`src/rtl/sif_pkg.sv`:
```
// Shared types and helpers for the sif fixed-point datapath blocks.
// sif_sat clips a sign-extended sum to a signed width and returns {sat, value}.
package sif_pkg;

    typedef enum logic {
        IDLE = 1'b0,
        ACC  = 1'b1
    } sif_acc_state_t;

    localparam int SIF_MAX_W = 64;

    function automatic logic [SIF_MAX_W:0] sif_sat(
        input logic signed [SIF_MAX_W-1:0] sum,
        input int                          width
    );
        logic signed [SIF_MAX_W-1:0] one;
        logic signed [SIF_MAX_W-1:0] hi;
        logic signed [SIF_MAX_W-1:0] lo;
        one = {{(SIF_MAX_W-1){1'b0}}, 1'b1};
        hi  = (one <<< (width - 1)) - one;
        // The most negative value is the bitwise complement of the most positive one.
        lo  = ~hi;
        if (sum > hi) begin
            return {1'b1, hi};
        end else if (sum < lo) begin
            return {1'b1, lo};
        end else begin
            return {1'b0, sum};
        end
    endfunction

endpackage

```
`src/rtl/sif_acc_fifo.sv`:
```
// Two-entry valid/ready FIFO holding {sat, result} for sif_acc.
// A push while full is taken only when the head is popped in the same cycle.
module sif_acc_fifo #(
    parameter int W = 17
) (
    input  logic         clk,
    input  logic         rst,
    input  logic         push,
    input  logic [W-1:0] din,
    input  logic         pop,
    output logic [W-1:0] dout,
    output logic         full,
    output logic         empty
);

    logic [W-1:0] mem [2];
    logic         wr_ptr;
    logic         rd_ptr;
    logic [1:0]   count;
    logic         do_push;
    logic         do_pop;

    assign full    = (count == 2'd2);
    assign empty   = (count == 2'd0);
    assign do_push = push && (!full || pop);
    assign do_pop  = pop && !empty;
    assign dout    = mem[rd_ptr];

    always_ff @(posedge clk) begin
        if (rst) begin
            mem[0] <= '0;
            mem[1] <= '0;
            wr_ptr <= 1'b0;
            rd_ptr <= 1'b0;
            count  <= 2'd0;
        end else begin
            if (do_push) begin
                mem[wr_ptr] <= din;
                wr_ptr      <= ~wr_ptr;
            end
            if (do_pop) begin
                rd_ptr <= ~rd_ptr;
            end
            case ({do_push, do_pop})
                2'b10:   count <= count + 2'd1;
                2'b01:   count <= count - 2'd1;
                default: count <= count;
            endcase
        end
    end

endmodule

```
`src/rtl/sif_acc.sv`:
```
// Streaming dot-product accumulator behind sif_mult: sums cfg_len products, narrows, queues.
// Define SIF_ACC_SAT_EN to clip results to WIDTH bits; otherwise results wrap.
module sif_acc
    import sif_pkg::*;
#(
    parameter int WIDTH     = 16,
    parameter int ACC_WIDTH = 40,
    parameter int LEN_WIDTH = 16
) (
    input  logic                 clk,
    input  logic                 rst,
    input  logic [LEN_WIDTH-1:0] cfg_len,
    input  logic                 P_vld,
    input  logic [WIDTH-1:0]     P_dat,
    output logic                 P_rdy,
    output logic                 S_vld,
    output logic [WIDTH-1:0]     S_dat,
    output logic                 S_sat,
    input  logic                 S_rdy,
    output logic                 drop_err
);

    sif_acc_state_t       state;
    sif_acc_state_t       state_nxt;
    logic [ACC_WIDTH-1:0] acc;
    logic [ACC_WIDTH-1:0] sum;
    logic [ACC_WIDTH-1:0] p_ext;
    logic [LEN_WIDTH-1:0] cnt;
    logic [LEN_WIDTH-1:0] cnt_nxt;
    logic [LEN_WIDTH-1:0] len_q;
    logic [LEN_WIDTH-1:0] len_eff;
    logic [LEN_WIDTH-1:0] len_cur;
    logic                 last;
    logic                 beat;
    logic                 fifo_push;
    logic                 fifo_pop;
    logic                 fifo_full;
    logic                 fifo_empty;
    logic [WIDTH:0]       fifo_dout;
    logic [WIDTH-1:0]     res_dat;
    logic                 res_sat;

    assign p_ext   = {{(ACC_WIDTH-WIDTH){P_dat[WIDTH-1]}}, P_dat};
    assign len_eff = (cfg_len == '0) ? LEN_WIDTH'(1) : cfg_len;
    // In IDLE the group has not latched its length yet, so use the live config.
    assign len_cur = (state == IDLE) ? len_eff : len_q;
    assign cnt_nxt = cnt + LEN_WIDTH'(1);
    assign last    = (cnt_nxt == len_cur);
    assign sum     = acc + p_ext;

`ifdef SIF_ACC_SAT_EN
    logic [SIF_MAX_W:0]         sat_res;
    logic [SIF_MAX_W-WIDTH-1:0] unused_sat_hi;
    assign sat_res       = sif_sat({{(SIF_MAX_W-ACC_WIDTH){sum[ACC_WIDTH-1]}}, sum}, WIDTH);
    assign res_dat       = sat_res[WIDTH-1:0];
    assign res_sat       = sat_res[SIF_MAX_W];
    assign unused_sat_hi = sat_res[SIF_MAX_W-1:WIDTH];
`else
    assign res_dat = sum[WIDTH-1:0];
    assign res_sat = 1'b0;
`endif

    always_ff @(posedge clk) begin
        if (rst) begin
            state <= IDLE;
        end else begin
            state <= state_nxt;
        end
    end

    always_comb begin
        state_nxt = state;
        if (beat) begin
            state_nxt = last ? IDLE : ACC;
        end
    end

    // Only a completing beat needs FIFO room; everything else is always absorbed.
    always_comb begin
        P_rdy     = !(fifo_full && !fifo_pop && last);
        beat      = P_vld && P_rdy;
        fifo_push = beat && last;
    end

    always_ff @(posedge clk) begin
        if (rst) begin
            acc      <= '0;
            cnt      <= '0;
            len_q    <= LEN_WIDTH'(1);
            drop_err <= 1'b0;
        end else begin
            if (beat) begin
                if (state == IDLE) begin
                    len_q <= len_eff;
                end
                if (last) begin
                    acc <= '0;
                    cnt <= '0;
                end else begin
                    acc <= sum;
                    cnt <= cnt_nxt;
                end
            end
            if (P_vld && !P_rdy) begin
                drop_err <= 1'b1;
            end
        end
    end

    assign fifo_pop = S_vld && S_rdy;

    sif_acc_fifo #(
        .W(WIDTH + 1)
    ) u_fifo (
        .clk   (clk),
        .rst   (rst),
        .push  (fifo_push),
        .din   ({res_sat, res_dat}),
        .pop   (fifo_pop),
        .dout  (fifo_dout),
        .full  (fifo_full),
        .empty (fifo_empty)
    );

    assign S_vld = !fifo_empty;
    assign S_dat = fifo_empty ? '0 : fifo_dout[WIDTH-1:0];
    assign S_sat = fifo_empty ? 1'b0 : fifo_dout[WIDTH];

endmodule

```
`config.mk`:
```
export PLATFORM = sky130hd
export DESIGN_NAME = sif_acc
export DESIGN_NICKNAME = d
export VERILOG_FILES = /design/src/rtl/sif_pkg.sv /design/src/rtl/sif_acc_fifo.sv /design/src/rtl/sif_acc.sv
export SDC_FILE = /design/constraint.sdc
export NUM_CORES = 1
export LEC_CHECK = 0
export CORE_ASPECT_RATIO = 2
export CORE_UTILIZATION = 30
export CTS_CLUSTER_DIAMETER = 150
export DETAILED_ROUTE_END_ITERATION = 6
export SYNTH_ARGS = -nofsm -noshare
export SYNTH_HDL_FRONTEND = slang
export SYNTH_HIERARCHICAL = 1
export SYNTH_SLANG_ARGS = --single-unit
export TNS_END_PERCENT = 30
```
`constraint.sdc`:
```
create_clock -name clk -period 5.33 [get_ports clk]
set_input_delay 1.599 -clock clk [delete_from_list [all_inputs] [get_ports clk]]
set_output_delay 1.599 -clock clk [all_outputs]
set_load 0.01 [all_outputs]
```
After elaboration in Yosys (flattened, before gate mapping). Memories as Yosys holds them, arrays and structs flattened. A register that Yosys moved wholly into a read port is not among the register bits. Index checks and enable logic that the tools add are counted.

Memories kept: 1. Flip-flop bits (word level): 78. Memory bits (writable): 32.

Add/subtract/negate cells: 4. Reductions and logical operators: 17. Muxes and demuxes: 18. Equality and inequality tests: 4. Bitwise logic cells: 2.

Memories: u_fifo.mem (words 2, bits a word 16, rd ports 1, clocked after memory_dff 1, write ports 2, line sif_acc_fifo.sv:16) `logic [W-1:0] mem [2];`.

Operators by type and width (number): two-way mux 16 bit (5); adder 40 bit (1); two-way mux 40 bit (1); adder 16 x 1 -> 16 bit, second input constant (1); == test 16 bit (1); logical NOT 16 bit (1); OR reduction 16 bit (1); two-way mux 1 bit (11); logical AND 1 bit (8); == test 2 bit, second input constant (2); logical NOT 1 bit (4); case mux 2 bit (2 select lines) (1); adder 2 x 1 -> 2 bit, second input constant (1); == test 2 x 1 -> 1 bit, second input constant (1); logical NOT 2 bit (1); NOT 1 bit (2); nonzero test 2 bit (1); subtractor 2 x 1 -> 2 bit, second input constant (1); logical OR 1 bit (1).

Depth between registers and ports, before layout. Gate-level depths: netlist of run 1.

Word-level depth: 15. Depth in mapped cells: 14. Mapped depth without buffers: 13.

Hierarchy. Netlist of run 1, hierarchy kept.

By module, submodules not included: sif_acc (seq. area each 1001.0 sq um, area each 3570.9 sq um, cells each 403, instances 1); sif_acc_fifo (seq. area each 1121.1 sq um, area each 1737.9 sq um, cells each 116, instances 1).

Least setup slack after synthesis of run 1. No wires, ideal clock.

Path kind: input to output. From: input cfg_len[0]. To: output P_rdy. Path buffers: 0. Path slack: 0.368 ns. Cell stages on the path: 6. Arrival: 3.363 ns. Cells stage by stage: mux2_4 -> a221o_1 -> a2111oi_2 -> nand3_2 -> nor4_1 -> nand3_1.

Cells in the longest elaborated chain, start to end: 6.

Ends and longest elaborated chain: from (decl) (line sif_acc.sv:12) `input logic [LEN_WIDTH-1:0] cfg_len,`; logical NOT 16 bit (line sif_acc.sv:44) `assign len_eff = (cfg_len == '0) ? LEN_WIDTH'(1) : cfg_len;`; two-way mux 16 bit * (line sif_acc.sv:44); two-way mux 16 bit *; == test 16 bit * (line sif_acc.sv:48) `assign last = (cnt_nxt == len_cur);`; logical AND 1 bit * (line sif_acc.sv:80) `P_rdy = !(fifo_full && !fifo_pop && last);`; logical NOT 1 bit * (line sif_acc.sv:80); to (decl) (line sif_acc.sv:15) `output logic P_rdy,`.

Mark *: on every way between the ends. The rest lies on a longest branch, timed or not.

Final worst setup path of run 1. Ends and elaborated chain as after synthesis.

==> qor.yml, run 1 <==
dieArea_um2: 18300
max_freq_mhz: 193
cp-start-kind: "input port"
grt_pass1_wl_um: 19500
relSlewSlack_pct: 34.8
required_ns: 3.73
synth_top_family_by_area: "simple AND/OR/NAND/NOR gates"
antenna_cells: 0
fin_util_pct: 37.9
synth_seq_cells: 89
row_count: 68
yosysWarnings: 6
crit_type: "in -> out"
drt_wl_total_um: 12000
clock_path_buffers: 2
vdd_drop_max_mv: 0.163
portBuffers: 55
synth_compound_area_share_pct: 12.1
wl_per_cell_um: 14.9
hold_depth: 2
endpoint_kind: "primary output"
crit_fanout: 2
ys.flop_type: "dfxtp_1"
crit_chain: "clkdlybuf4s15_2, mux2_4, a221o_1, a2111oi_2, nand3_2, nor4_2, buf_4, nand3_1, buf_2"
critPathMaxStageDelay_ns: 0.37
period_needed_ns: 5.19
clk_pin_slew_ns: 0.06
synth-simple-area-share_pct: 20.8
cts_buffers: 9
grt_pass1_vias: 4078
leakagePower_nw: 2.65
place_ws_ns: -0.637
synth_cells: 519
r2r_cells: 11
cp.arrival_ns: 3.59
syn_to_final_growth_pct: 23.5
num_io_pins: 56
detailed_place_hpwl_um: 9220
synth_area_per_cell_um2: 10.2
slew_viol_final: 0
status: "finished, final reports clean"
maxCapViolCount: 0
chipHeight_um: 190
fin_nets: 646
synthAdderAreaFrac_pct: 4.57
clock_latency_ns: 0.35
grt_antenna_before_repair: 0
die_x_um: 96.1
synthMuxAreaShare_pct: 10.6
fin_ws_ns: 0.144
p_total_mw: 1.80
cts_tree: "built"
ys_types: 60
grt_max_degree: 32
drc: 0
syn-cell-area_um2: 5310
fin_crit_sh_pct: 97.3
h-tree-depth: 3
tightestPinTransition_ns: 0.979
grt.total_usage_pct: 14.1
first_iter_violations: 97
final_hold_viol_count: 0
grt_overflow_total: 0
crit_slowest_cell: "a2111oi_2"
rsz0062_at_grt: "no"
async_reset_ff_share_pct: 0
drive_above_1_share_pct: 16.1
dr.pass1.iters: 6
skew_ns: 0.00718
vias: 4035
ys_seq_area_share_pct: 40.0
fin_setup_tns_ns: 0
final_antenna_net_count: 0
cts_sinks: 89
setup_viol: 0
synth_xor_area_share_pct: 7.09
synth_edf_count: 34
root_buffer: "clkbuf_16"
initial_core_util_pct: 30.7
power_density_nw_per_um2: 274
gp_congestion: 0.817
viasPerCell: 5.00
hold_path_class: "reg -> reg"
core_um2: 17300
[power by group]
part	internal, mW	switching, mW	leakage, nW
Combinational	0.159	0.168	1.69
Clock	0.437	0.269	0.155
Sequential	0.741	0.0223	0.800
[area by class of cell]
cell class	count	area [um^2]
clock buffer	12	256
fill	1741	10700
inverter	12	45.0
clock inverter	4	75.1
tap	210	263
timing repair buffer	91	808
sequential	89	2120
multi-input combinational	389	2980
[worst max-delay path: cells and delay by family]
kind | cells | cell delay [ns]
multiplexers | 1 | 0.26
buffers and inverters | 3 | 0.50
AO/OA/AOI/OAI | 2 | 0.72
AND/OR/NAND/NOR | 3 | 0.50
[metal layers]
metal / share of wire [%] / GRT usage, % / vias up / routed length, um
met2: 58 / 28.2 / 69 / 6980
met4: 3.0 / 6.60 / 0 / 357
li1: - / - / 2014 / -
met5: 0 / 0 / - / 0
met3: 2.8 / 2.04 / 20 / 340
met1: 36 / 13.1 / 1932 / 4350
[cell usage in the layout, fill, tap and decap left out, types with 4 or more instances in the layout]
master	instances
and2_1	38
nor3b_1	4
ha_1	17
nor2b_1	25
xnor2_1	31
mux2_2	20
dfxtp_1	55
a22o_1	17
clkdlybuf4s50_1	38
a221o_1	7
dlygate4sd2_1	5
or3_1	7
nand2b_1	5
or4_1	4
inv_1	12
mux2i_1	32
nand3_1	11
clkbuf_16	9
buf_4	33
o21ai_0	14
edfxtp_1	34
buf_2	6
nor2_1	38
o21bai_1	4
xor2_1	12
a21o_1	6
nand4_1	7
nor3_1	5
and3_1	15
a21oi_1	10
nand2_1	13
[synthesized netlist by cell type (2+ instances only)]
master	number	area, um^2
a211o_1	3	26.3
a21boi_0	3	22.5
a21o_1	6	45.0
a21oi_1	10	50.1
a221o_1	7	70.1
a22o_1	17	149
a2bb2oi_1	3	26.3
and2_1	38	238
and3_1	15	93.8
and3b_1	2	17.5
buf_2	9	45.0
buf_4	3	22.5
buf_6	10	113
clkbuf_1	8	30.0
dfxtp_1	55	1100
edfxtp_1	34	1020
ha_1	17	213
inv_1	12	45.0
mux2_2	20	225
mux2i_1	32	320
nand2_1	13	48.8
nand2b_1	5	31.3
nand3_1	11	55.1
nand4_1	7	43.8
nor2_1	38	143
nor2b_1	25	156
nor3_1	5	25.0
nor3b_1	4	30.0
nor4_1	6	37.5
o211ai_1	3	22.5
o21a_1	2	15.0
o21ai_0	14	70.1
o21bai_1	4	30.0
o41ai_1	2	17.5
or3_1	7	43.8
or4_1	4	30.0
xnor2_1	31	272
xor2_1	12	105
[state kept, by name, indices dropped and copies added (netlist names), named ones only]
signal	flops
state	1
u_fifo/count	2
u_fifo/wr_ptr	1
drop_err	1
acc	16
u_fifo/rd_ptr	1
len_q	16
u_fifo/mem	34
cnt	16
[logic make-up after synthesis]
kind of cell / count (synthesis)
buffers and inverters: 42
flip-flops: 89
AO/OA/AOI/OAI: 83
other: 1
AND/OR/NAND/NOR: 189
adder cells (fa/ha/maj): 19
multiplexers: 53
XOR/XNOR: 43
[what timing repair did]
item,CTS,global route
hold buffers,0,0
endpoints found under the setup margin,1,1
endpoints found under the hold margin,0,0
resized for setup,53,0
pin swaps,8,4
setup buffers,2,1
[path summary, 6_finish.rpt]
| kind | start | end | slack, ns |
|---|---|---|---|
| worst min-delay path | drop_err | drop_err | 0.48 |
| worst max register to register | cnt[3] | cnt[5] | 1.27 |
| worst min register to register | drop_err | drop_err | 0.48 |
| worst max-delay path | cfg_len[0] | P_rdy | 0.14 |
[stage by stage]
step,instances,instance area [um^2],hold slack (ns)
4_1_cts,806,6550,0.491
3_3_place_gp,788,6180,0.465
5_1_grt,807,6550,0.506
2_1_floorplan,520,5310,0.453
3_5_place_dp,788,6180,0.472
6_report,807,6550,0.481
Power figures use the tool's default switching activity.
==> run 2: changes to the inputs <==
--- a/config.mk
+++ b/config.mk
@@ -9,6 +9,7 @@
 export CORE_UTILIZATION = 30
 export CTS_CLUSTER_DIAMETER = 150
 export DETAILED_ROUTE_END_ITERATION = 6
+export MAX_ROUTING_LAYER = met4
 export SYNTH_ARGS = -nofsm -noshare
 export SYNTH_HDL_FRONTEND = slang
 export SYNTH_HIERARCHICAL = 1
==> run 2 against run 1 <==
Design area stayed put. Die area stayed put. Global-route usage is 0.40 points higher. Wire length hardly changed. Fmax hardly changed. Largest power group unchanged. Clock skew is 0.00072 ns lower. Critical endpoint unchanged.
==> qor.yml, run 2 (synthesis gave the netlist of run 1 again) <==
status: "finished, final reports clean"
cts_sinks: 89
chipHeight_um: 190
maxCapViolCount: 0
skew_ns: 0.00646
leakagePower_nw: 2.65
crit_type: "in -> out"
largest_reg_flops: 34
grt_max_degree: 32
fin_crit_sh_pct: 97.3
grt_antenna_before_repair: 0
root_buffer: "clkbuf_16"
final_common_cell: "dfxtp_1"
ff_latch_area_um2: 2120
fin_setup_tns_ns: 0
vdd_drop_max_mv: 0.164
crit_slowest_cell: "a2111oi_2"
cts_tree: "built"
tightestPinTransition_ns: 0.963
crit_chain: "clkdlybuf4s15_2, mux2_4, a221o_1, a2111oi_2, nand3_2, nor4_2, buf_4, nand3_1, buf_2"
fill_cells: 1741
vias: 4028
wl_per_cell_um: 14.9
drc: 0
routed.top_layer: "met4"
grt_overflow_total: 0
cts_hold_buf: 0
grt_pass1_wl_um: 19500
hold_path_class: "reg -> reg"
slew_viol_final: 0
max_freq_mhz: 193
dr.pass1.iters: 6
rsz0062_at_grt: "no"
antenna_cells: 0
row_count: 68
critPathMaxStageDelay_ns: 0.37
syn_to_final_growth_pct: 23.5
final_area_um2: 6550
clk_pin_slew_ns: 0.06
h-tree-depth: 3
postPlaceCellArea_um2: 6180
dr_wl_met2_um: 6960
portBuffers: 55
dieArea_um2: 18300
drt_wl_total_um: 12000
hp-start: "drop_err"
top_register: "u_fifo/mem"
mostFrequentLayoutCells: "dfxtp_1, nor2_1, and2_1, clkdlybuf4s50_1, edfxtp_1"
crit_start: "cfg_len[0]"
period_needed_ns: 5.19
clock_path_buffers: 2
crit_fanout: 2
cts_buffers: 9
cp-start-kind: "input port"
wl_met3_um: 339
first_iter_violations: 106
fin_nets: 646
detailed_place_hpwl_um: 9220
power_density_nw_per_um2: 274
drive_above_1_share_pct: 16.1
viasPerCell: 4.99
gp_congestion: 0.829
multiInputGateArea_um2: 2980
die_x_um: 96.1
grt.total_usage_pct: 14.5
initial_core_util_pct: 30.7
endpoint_kind: "primary output"
grt_pass1_vias: 4076
rr_startpoint: "cnt[3]"
holdWs_ns: 0.481
num_io_pins: 56
clock_latency_ns: 0.34
relSlewSlack_pct: 35.8
final_antenna_net_count: 0
fin_util_pct: 37.9
final_hold_viol_count: 0
setup_viol: 0
required_ns: 3.73
cp.arrival_ns: 3.59
core_um2: 17300
drt-met1-wl_um: 4370
==> run 2: cell counts in the layout (fill, tap and decap cells not counted) <==
No cell type changed its count.
==> run 2: power by group <==
group	total, mW	leakage (nW)	switching [mW]	internal [mW]
sequential	0.763	0.800	0.0223	0.741
combinational	0.327	1.69	0.168	0.159
clock	0.706	0.155	0.270	0.437
==> run 2: final timing paths <==
path,slack [ns],end,depth (start not counted)
max,0.14,P_rdy,9
min,0.48,drop_err,2
max reg2reg,1.28,cnt[5],11
min reg2reg,0.48,drop_err,2
==> run 2: repair_timing <==
item                                   4_1_cts  5_1_grt
gates resized for setup                     53        0
buffers inserted                             2        1
endpoints found under the hold margin        0        0
pin swaps                                    8        4
setup endpoints to repair                    1        1
cloned                                       0        0
==> run 2: cell type report <==
type,instances,share of cell area [%]
Clock buffer,12,3.91
Clock inverter,4,1.15
Inverter,12,0.687
Multi-Input combinational cell,389,45.5
Sequential cell,89,32.4
Tap cell,210,4.01
Timing Repair Buffer,91,12.3
==> run 2: per-stage QoR <==
step / power [mW] / std cells / setup WS (ns)
finish: 1.80 / 807 / 0.144
global route: 1.87 / 807 / 0.0423
CTS: 1.81 / 806 / 0.00165
detailed placement: 1.10 / 788 / -0.637
global placement: 1.09 / 788 / -0.505
floorplan: 1.00 / 520 / 0.368
==> run 2: per-layer routing <==
layer	GRT usage, %	vias to the layer above
met5	-	-
met4	6.60	0
met3	2.04	20
met2	28.2	71
met1	13.1	1922
li1	-	2015
==> run 2: critical path, delay by kind of cell <==
kind / cells / cell delay (ns)
and+or+nand+nor: 3 / 0.50
muxes: 1 / 0.26
buffers and inverters: 3 / 0.50
AOI/OAI and AO/OA: 2 / 0.72
